[config.mk]
export PLATFORM = sky130hd
export DESIGN_NAME = alu_reg
export DESIGN_NICKNAME = d
export VERILOG_FILES = /design/src/rtl/alu_reg.sv
export SDC_FILE = /design/constraint.sdc
export NUM_CORES = 1
export LEC_CHECK = 0
export ABC_AREA = 1
export BUFFER_PORTS_ARGS = -buffer_cell sky130_fd_sc_hd__buf_2
export CAP_MARGIN = 20
export CORE_UTILIZATION = 55
export CTS_CLUSTER_DIAMETER = 50
export DETAILED_ROUTE_END_ITERATION = 7
export HOLD_SLACK_MARGIN = 0.12
export MAX_ROUTING_LAYER = met4
export PLACE_DENSITY = 0.87
export SYNTH_ARGS = -nofsm -noshare
export SYNTH_HDL_FRONTEND = slang
export SYNTH_SLANG_ARGS = --single-unit
[constraint.sdc]
create_clock -name clk -period 1.5 [get_ports clk]
set_clock_uncertainty 0.1 [all_clocks]
set_input_delay 0.3 -clock clk [delete_from_list [all_inputs] [get_ports clk]]
set_output_delay 0.3 -clock clk [all_outputs]
set_load 0.01 [all_outputs]
[src/rtl/alu_reg.sv]
// Registered 3-bit-opcode integer ALU: AND/OR/ADD/SUB/SLT plus inverted-B variants.
// A single shared adder serves ADD, SUB and both signed set-less-than forms.
module alu_reg #(
   parameter int unsigned WIDTH = 32
) (
   input  logic             clk,
   input  logic             reset,
   input  logic [WIDTH-1:0] a,
   input  logic [WIDTH-1:0] b,
   input  logic [2:0]       alucont,
   output logic [WIDTH-1:0] result,
   output logic             zero
);

   localparam int unsigned MSB = WIDTH - 1;

   logic [WIDTH-1:0] w_bb;
   logic [WIDTH-1:0] w_sum;
   logic             w_ovf;
   logic             w_slt;
   logic [WIDTH-1:0] w_next_result;

   // Overflow-corrected sign makes SLT a true signed compare even across the wrap.
   always_comb begin
      w_bb          = alucont[2] ? ~b : b;
      w_sum         = a + w_bb + WIDTH'(alucont[2]);
      w_ovf         = (a[MSB] == w_bb[MSB]) && (w_sum[MSB] != a[MSB]);
      w_slt         = w_sum[MSB] ^ w_ovf;
      w_next_result = '0;
      case (alucont[1:0])
         2'b00:   w_next_result = a & w_bb;
         2'b01:   w_next_result = a | w_bb;
         2'b10:   w_next_result = w_sum;
         default: w_next_result = WIDTH'(w_slt);
      endcase
   end

   always_ff @(posedge clk or posedge reset) begin
      if (reset) begin
         result <= '0;
         zero   <= 1'b1;
      end else begin
         result <= w_next_result;
         zero   <= (w_next_result == '0);
      end
   end

endmodule

==> reports/metrics.cfg, run 1 <==
[outcome]
status=did not finish
failed_stage=4_1_cts
error=[ERROR DPL-0038] Utilization greater than 100%, impossible to legalize

[yosys]
synth-simple-area-share_pct=35.2
ys.flop_type=dfrtp_1
synthAdderAreaFrac_pct=16.6
synthTopCellsByCount=238 x nand2_1, 204 x inv_1, 71 x nor2_1
synthArstFlopShare_pct=100
yosysMostFrequentCell=nand2_1
synth-compound-area-share_pct=8.67
ys_seq_area_share_pct=16.7
synth_mux_area_share_pct=0
syn_area_per_cell_sq_um=5.94
yosysWarnings=0
ys_ff_latch=33
synth-edff-count=0
synth_area_leader_cell=nand2_1
synthTopCellsByArea=nand2_1 18%, dfrtp_1 16%, ha_1 16%
synth_top_family_by_area=simple AND/OR/NAND/NOR gates
synth_xor_area_share_pct=5.66
synth_cell_types=30
syn_area_sq_um=4950
syn-num-nets=968
syn_inst=834
synth_top_cell_area_share_pct=18.0

[clock_network]
numCtsBuffers=5
clock-sinks=33
clk_path_buf_depth=2
cts-htree-levels=2
cts_resized=285
cts_hold_buf=1
post_cts_buffers=30
cts-root-buf=clkbuf_8

[place]
portBuffers=101
gp_congestion=1.01
dpl_worst_slack_ns=-1.22
hpwlAfterDp_um=13400

[die]
die_x_um=96.9
die_y_um=96.9
row_count=34
io_pins=102
initial_core_util_pct=56.8

==> cells by family after synthesis <==
kind of cell / after synthesis
AOI/OAI and AO/OA: 75
buffers and inverters: 218
adders and majority gates: 65
and+or+nand+nor: 411
xor gates and xnor gates: 32
DFF: 33
==> per-stage QoR <==
stage / utilization [%] / hold WS (ns) / TNS, ns / cells / instance area, sq um
3_5_place_dp: 78.3 / 0.309 / -28.80 / 1177 / 6830
3_3_place_gp: 78.3 / 0.284 / -27.32 / 1177 / 6830
2_1_floorplan: - / 0.328 / -15.99 / 834 / 5140
==> run 2, diff against run 1 <==
==> config.mk (replaced) <==
export PLATFORM = sky130hd
export DESIGN_NAME = alu_reg
export DESIGN_NICKNAME = d
export VERILOG_FILES = /design/src/rtl/alu_reg.sv
export SDC_FILE = /design/constraint.sdc
export NUM_CORES = 1
export LEC_CHECK = 0
export ABC_AREA = 1
export BUFFER_PORTS_ARGS = -buffer_cell sky130_fd_sc_hd__buf_2
export CAP_MARGIN = 20
export CORE_UTILIZATION = 40
export DETAILED_ROUTE_END_ITERATION = 7
export PLACE_DENSITY_LB_ADDON = 0.15
export SYNTH_ARGS = -nofsm -noshare
export SYNTH_HDL_FRONTEND = slang
export SYNTH_SLANG_ARGS = --single-unit
==> run 2 against run 1 <==
Effect of this change:
- the flow now finishes, with violations (setup timing)
- synthesized cell count unchanged
- area after synthesis unchanged
==> reports/metrics.cfg, run 2 <==
[outcome]
status=finished, violations left
violations=setup timing

[yosys]
syn_area_per_cell_sq_um=5.94  ; unchanged
syn_area_sq_um=4950  ; unchanged
ys_seq_area_share_pct=16.7  ; unchanged
yosysWarnings=0  ; unchanged
synthTopCellsByCount=238 x nand2_1, 204 x inv_1, 71 x nor2_1
ys.flop_type=dfrtp_1
synth_top_cell_area_share_pct=18.0  ; unchanged
synthArstFlopShare_pct=100  ; unchanged
yosysMostFrequentCell=nand2_1
syn-num-nets=968  ; unchanged
synth_area_leader_cell=nand2_1
synth-edff-count=0  ; unchanged
synth_cell_types=30  ; unchanged
syn_inst=834  ; unchanged
synthTopCellsByArea=nand2_1 18%, dfrtp_1 16%, ha_1 16%
ys_ff_latch=33  ; unchanged

[pwr]
p_seq_share_pct=17.3
power.share.switching_pct=42.2
p_int_mw=3.45
p_sw_mw=2.52
static-leakage-power_nw=4.78
ir_worst_vdd_mv=0.410
pwr-share-comb_pct=65.6
p_per_area_nw_per_um2=691
power_frac_clock_pct=17.1

[timing]
period_needed_ns=2.50
worstMarginPinSlew_ns=0.354
setup-violations-final=33
fin_ws_ns=-0.995
fmax_mhz=401
max_slew_margin_pct=76.2
fin_crit_sh_pct=166
rsz0062_at_grt=true
hold_viol_final=0
drv_slew=0

[cells_and_area]
final_cell_mix=193 x inv_1, 172 x nand2_1, 172 x buf_4
stdcell_count=1289
fillers=1017
layout-drive-gt1-share_pct=47.0
fin_util_pct=71.6
largest_registers=result x32, zero x1
nNetsFinal=1254
largest_register_ff_count=32
design_area_sq_um=8640
antenna_cells=0
area_growth_pct=74.5
largest-register=result
final_common_cell=inv_1

[place]
portBuffers=101  ; unchanged
place_area_sq_um=7110  ; +4.1%
dpl_worst_slack_ns=-1.38  ; -0.159 ns
hpwlAfterDp_um=13300  ; -0.72%
gp_congestion=0.992  ; -2.0%
post-place-cells=1263  ; +7.3%

[clock_network]
cts-htree-levels=2  ; unchanged
clk_path_buf_depth=2  ; unchanged
cts-root-buf=clkbuf_16
numCtsBuffers=5  ; unchanged
clkTransAtPathRegs_ns=0.06
clock-sinks=33  ; unchanged
tritoncts=yes

[die]
io_pins=102  ; unchanged
initial_core_util_pct=41.0  ; -16 points
row_count=40  ; +18%
die_x_um=113  ; +17%
die_area_sq_um=12800
die_y_um=113  ; +17%
core_sq_um=12100

[route]
vias=6111
first_pass_iters=5
post-route-drc-count=0
vias_per_cell=4.74
avgRoutedWirePerCell_um=13.6
wirelength_um=17500
antenna_left=0
drt-initial-drc-count=375

[worst_hold_path]
min_path_cells=6
hp-start=a[26]
hold_end=result[26]
holdCritPathClass=input pin to flip-flop

[global_route]
grt_overflow_total=0
antenna_found_initial=0
grt_max_degree=34
track_usage_pct=26.7
grt_pass1_vias=5730
grt_first_pass_wirelength_um=27100

[flow_run]
maxCapViolCount=0

[worst_setup_path]
worstPathMaxFanout=7
path_class=input pin to flip-flop
start_kind=input pin
arrival_ns=2.62
cp_data_required_time_ns=1.62
end_kind=flip-flop

[run 2: worst max path at each step]
stage	start	end	slack, ns	depth (start not counted)
2_1_floorplan	alucont[2]	zero	-0.86	18
3_3_place_gp	alucont[2]	zero	-1.37	15
3_5_place_dp	alucont[2]	zero	-1.38	19
4_1_cts	alucont[2]	zero	-0.90	17
5_1_grt	alucont[2]	zero	-1.13	19
6_report	alucont[2]	zero	-1.0	19
[run 2: cells by family after synthesis]
group / after synthesis / share of synthesized area, %
compound gates: 75 / 8.67
xor+xnor: 32 / 5.66
fa+ha+maj: 65 / 16.6
buf+inv: 218 / 17.2
flops: 33 / 16.7
simple gates: 411 / 35.2
[run 2: critical path, cell delays in order]
cell     delay, ns
buf_12        0.13
buf_16        0.17
buf_8         0.14
xnor2_4       0.12
fa_2          0.34
inv_2         0.08
nand2_4       0.06
nand2_4       0.09
nand4_1       0.17
nand3_2       0.13
buf_6         0.11
nand4_1       0.14
nand2_1       0.11
nand2_1       0.08
nand3_2       0.07
nand2_2       0.08
nor2_1        0.11
nand3_1       0.09
nor2_1        0.11
[run 2: layout make-up]
class                   instances  area [sq um]  share of cell area (%)
repair buffers                291          2140                    24.8
multi-input cells             583          4550                    52.6
clock buffers                   5           125                    1.45
flip-flops and latches         33           827                    9.57
well taps                     168           210                    2.43
clock inverters                 3          17.5                   0.203
inverters                     206           773                    8.95
[run 2: layer usage]
layer	vias to the layer above	share of wire (%)	track usage, %
li1	3117	-	-
met2	199	47	44.0
met3	21	6.6	3.91
met5	-	0	0
met4	0	1.0	4.04
met1	2774	46	37.6
[run 2: per-stage QoR]
step           TNS, ns  hold slack, ns  total power [mW]
4_1_cts         -18.21           0.472              5.53
5_1_grt         -23.41           0.499              6.38
3_5_place_dp    -31.48           0.255              4.09
6_report        -19.84           0.471              5.97
3_3_place_gp    -30.77           0.255              4.07
2_1_floorplan   -15.99           0.328              2.74
[run 2: what timing repair did]
item,4_1_cts,5_1_grt
resized for setup,131,114
hold endpoints to repair,32,0
gates cloned,2,1
endpoints found under the setup margin,33,33
hold buffers,1,0
setup buffers,7,7
pin swaps,55,54
[run 2: power groups by stage]
| stage | sequential [mW] | clock (mW) | combinational [mW] |
|---|---|---|---|
| after detailed placement | 1.05 | 0 | 3.04 |
| after CTS | 1.03 | 1.03 | 3.47 |
| after global placement | 1.05 | 0 | 3.02 |
| after floorplan | 1.12 | 0 | 1.62 |
| after global routing | 1.04 | 1.06 | 4.28 |
| final | 1.03 | 1.02 | 3.92 |
Note: power is estimated with default switching activity, not from simulation.
==> run 3, diff against run 2 <==
==> constraint.sdc (replaced) <==
create_clock -name clk -period 1.5 [get_ports clk]
set_clock_uncertainty 0.1 [all_clocks]
set_input_delay 0.075 -clock clk [delete_from_list [all_inputs] [get_ports clk]]
set_output_delay 0.075 -clock clk [all_outputs]
set_load 0.01 [all_outputs]
==> run 3 against run 2 <==
Effect of this change:
- worst setup slack improved by 0.17 ns
- non-clock buffer count increased by 6
- largest cell class unchanged
- first-iteration DRC count increased by 0.53%
- the flow still finishes with violations (setup timing)
==> reports/metrics.cfg, run 3 (synthesis gave the netlist of run 2 again) <==
[outcome]
status=finished, violations left
violations=setup timing

[worst_setup_path]
end_kind=flip-flop
path_class=input pin to flip-flop
arrival_ns=2.44  ; -0.18 ns
slowest_stage=ha_4
worstPathMaxFanout=7  ; unchanged
crit_cells=19  ; unchanged
max_stage_delay_ns=0.30  ; -0.04 ns
crit_chain=buf_16 -> buf_16 -> xnor2_4 -> ha_4 -> buf_6 -> nand2_4 -> buf_6 -> nor2_4 -> and2_4 -> nand2_4 -> a21oi_2 -> nor2_1 -> nor2_2 -> nand2_1 -> nor2_1 -> nand2_1 -> nor2_1 -> nand3_1 -> nor2_1
cp_data_required_time_ns=1.62  ; about the same
crit_buf_inv=4  ; -1
worst_path_dominant_cell_family=simple AND/OR/NAND/NOR gates
cp_common_cell=nor2_1
start_kind=input pin

[timing]
period_needed_ns=2.32  ; -0.174 ns
hold_viol_final=0  ; unchanged
rsz0062_at_grt=true
fmax_mhz=431  ; +7.5%
drv_slew=0  ; unchanged
setup-violations-final=29  ; -12%
hold_ws_ns=0.205  ; -0.266 ns
fin_ws_ns=-0.822  ; +0.174 ns
max_slew_margin_pct=71.1  ; -5.1 points
worstMarginPinSlew_ns=0.433  ; +0.0795 ns
fin_crit_sh_pct=155  ; -12 points

[die]
die_area_sq_um=12800  ; unchanged
die_x_um=113  ; unchanged
die_y_um=113  ; unchanged
io_pins=102  ; unchanged
initial_core_util_pct=41.0  ; unchanged
core_sq_um=12100  ; unchanged
row_count=40  ; unchanged

[cells_and_area]
largest-register=result
largest_registers=result x32, zero x1
area_growth_pct=92.3
largest_register_ff_count=32  ; unchanged
final_cell_mix=167 x inv_1, 146 x buf_4, 131 x nand2_1
layout-drive-gt1-share_pct=58.0  ; +11 points
antenna_cells=0  ; unchanged
nNetsFinal=1260  ; +0.48%
final_common_cell=inv_1

[clock_network]
tritoncts=yes
cts-root-buf=clkbuf_16
clk_path_buf_depth=2  ; unchanged
cts-htree-levels=2  ; unchanged
numCtsBuffers=5  ; unchanged
clkTransAtPathRegs_ns=0.06  ; about the same
clock-sinks=33  ; unchanged

[route]
top_layer=met4
met2_length_um=9550  ; +17%
vias=6375  ; +4.3%
avgRoutedWirePerCell_um=15.1  ; +12%
post-route-drc-count=0  ; unchanged
met1_length_um=8750  ; +9.3%
wirelength_um=19600  ; +12%
antenna_left=0  ; unchanged
first_pass_iters=4  ; -1
vias_per_cell=4.92  ; +3.8%
wl_met3_um=925  ; -20%
drt-initial-drc-count=377  ; +0.53%

[global_route]
antenna_found_initial=0  ; unchanged
grt_first_pass_wirelength_um=28300  ; +4.3%
grt_overflow_total=0  ; unchanged
track_usage_pct=27.9  ; +1.2 points
grt_max_degree=34  ; unchanged
grt_pass1_vias=5866  ; +2.4%

[pwr]
total_power_mw=6.69  ; +12%
static-leakage-power_nw=5.02  ; +5.1%
ir_worst_vdd_mv=0.428  ; +4.5%
p_per_area_nw_per_um2=703  ; +1.7%

[worst_hold_path]
min_path_cells=5  ; -1
holdCritPathClass=input pin to flip-flop

[place]
gp_congestion=0.907  ; -8.5%
portBuffers=101  ; unchanged
hpwlAfterDp_um=13400  ; +0.63%

[flow_run]
maxCapViolCount=0  ; unchanged

[run 3: cell count changes in the layout (fill, tap and decap cells not counted), sizes merged]
cell / previous run / this run
buf: 289 / 296
clkbuf: 6 / 5
[run 3: worst paths after layout]
path                       slack, ns          to        from
worst max-delay path           -0.82        zero  alucont[2]
worst min-delay path            0.21  result[31]       a[31]
min in group asynchronous       0.33  result[28]       reset
max in group asynchronous       0.64        zero       reset
[run 3: tightest hold or removal path, delay by kind of cell]
family	cells	cell delay, ns
AND/OR/NAND/NOR	2	0.14
buffers and inverters	2	0.20
adder cells (fa/ha/maj)	1	0.14
[run 3: metrics by stage]
| step | TNS, ns | worst slack, ns | util [%] | cells | area, sq um |
|---|---|---|---|---|---|
| floorplan | -8.68 | -0.635 | - | 834 | 5140 |
| detailed placement | -23.90 | -1.20 | 58.5 | 1260 | 7060 |
| global route | -13.86 | -0.934 | 78.9 | 1295 | 9520 |
| CTS | -9.89 | -0.655 | 70.3 | 1283 | 8470 |
| global placement | -23.79 | -1.22 | 58.5 | 1260 | 7060 |
| finish | -11.61 | -0.822 | 78.9 | 1295 | 9520 |
[run 3: final cells by class]
| class | instances | area (sq um) |
|---|---|---|
| clock buffer | 5 | 125 |
| clock inverter | 3 | 17.5 |
| fill | 827 | 2540 |
| inverter | 206 | 783 |
| multi-input combinational | 583 | 5230 |
| sequential | 33 | 827 |
| tap | 168 | 210 |
| timing repair buffer | 297 | 2320 |
[run 3: timing repair]
| item | CTS | global route |
|---|---|---|
| pin swaps | 50 | 113 |
| setup buffers | 13 | 24 |
| hold buffers | 1 | 0 |
| gates resized for setup | 205 | 252 |
| gates cloned | 2 | 0 |
| endpoints found under the setup margin | 30 | 31 |
| hold endpoints to repair | 32 | 0 |
[run 3: routing by layer]
| layer | vias up | track usage (%) |
|---|---|---|
| li1 | 3134 | - |
| met2 | 220 | 47.7 |
| met5 | - | 0 |
| met4 | 0 | 4.65 |
| met1 | 2979 | 38.9 |
| met3 | 42 | 2.30 |
[run 3: where the power goes]
group          leakage, nW  internal, mW  total, mW  switching [mW]
clock network       0.0696         0.608       1.00           0.392
registers            0.408          1.01       1.04          0.0271
logic                 4.54          2.16       4.65            2.49
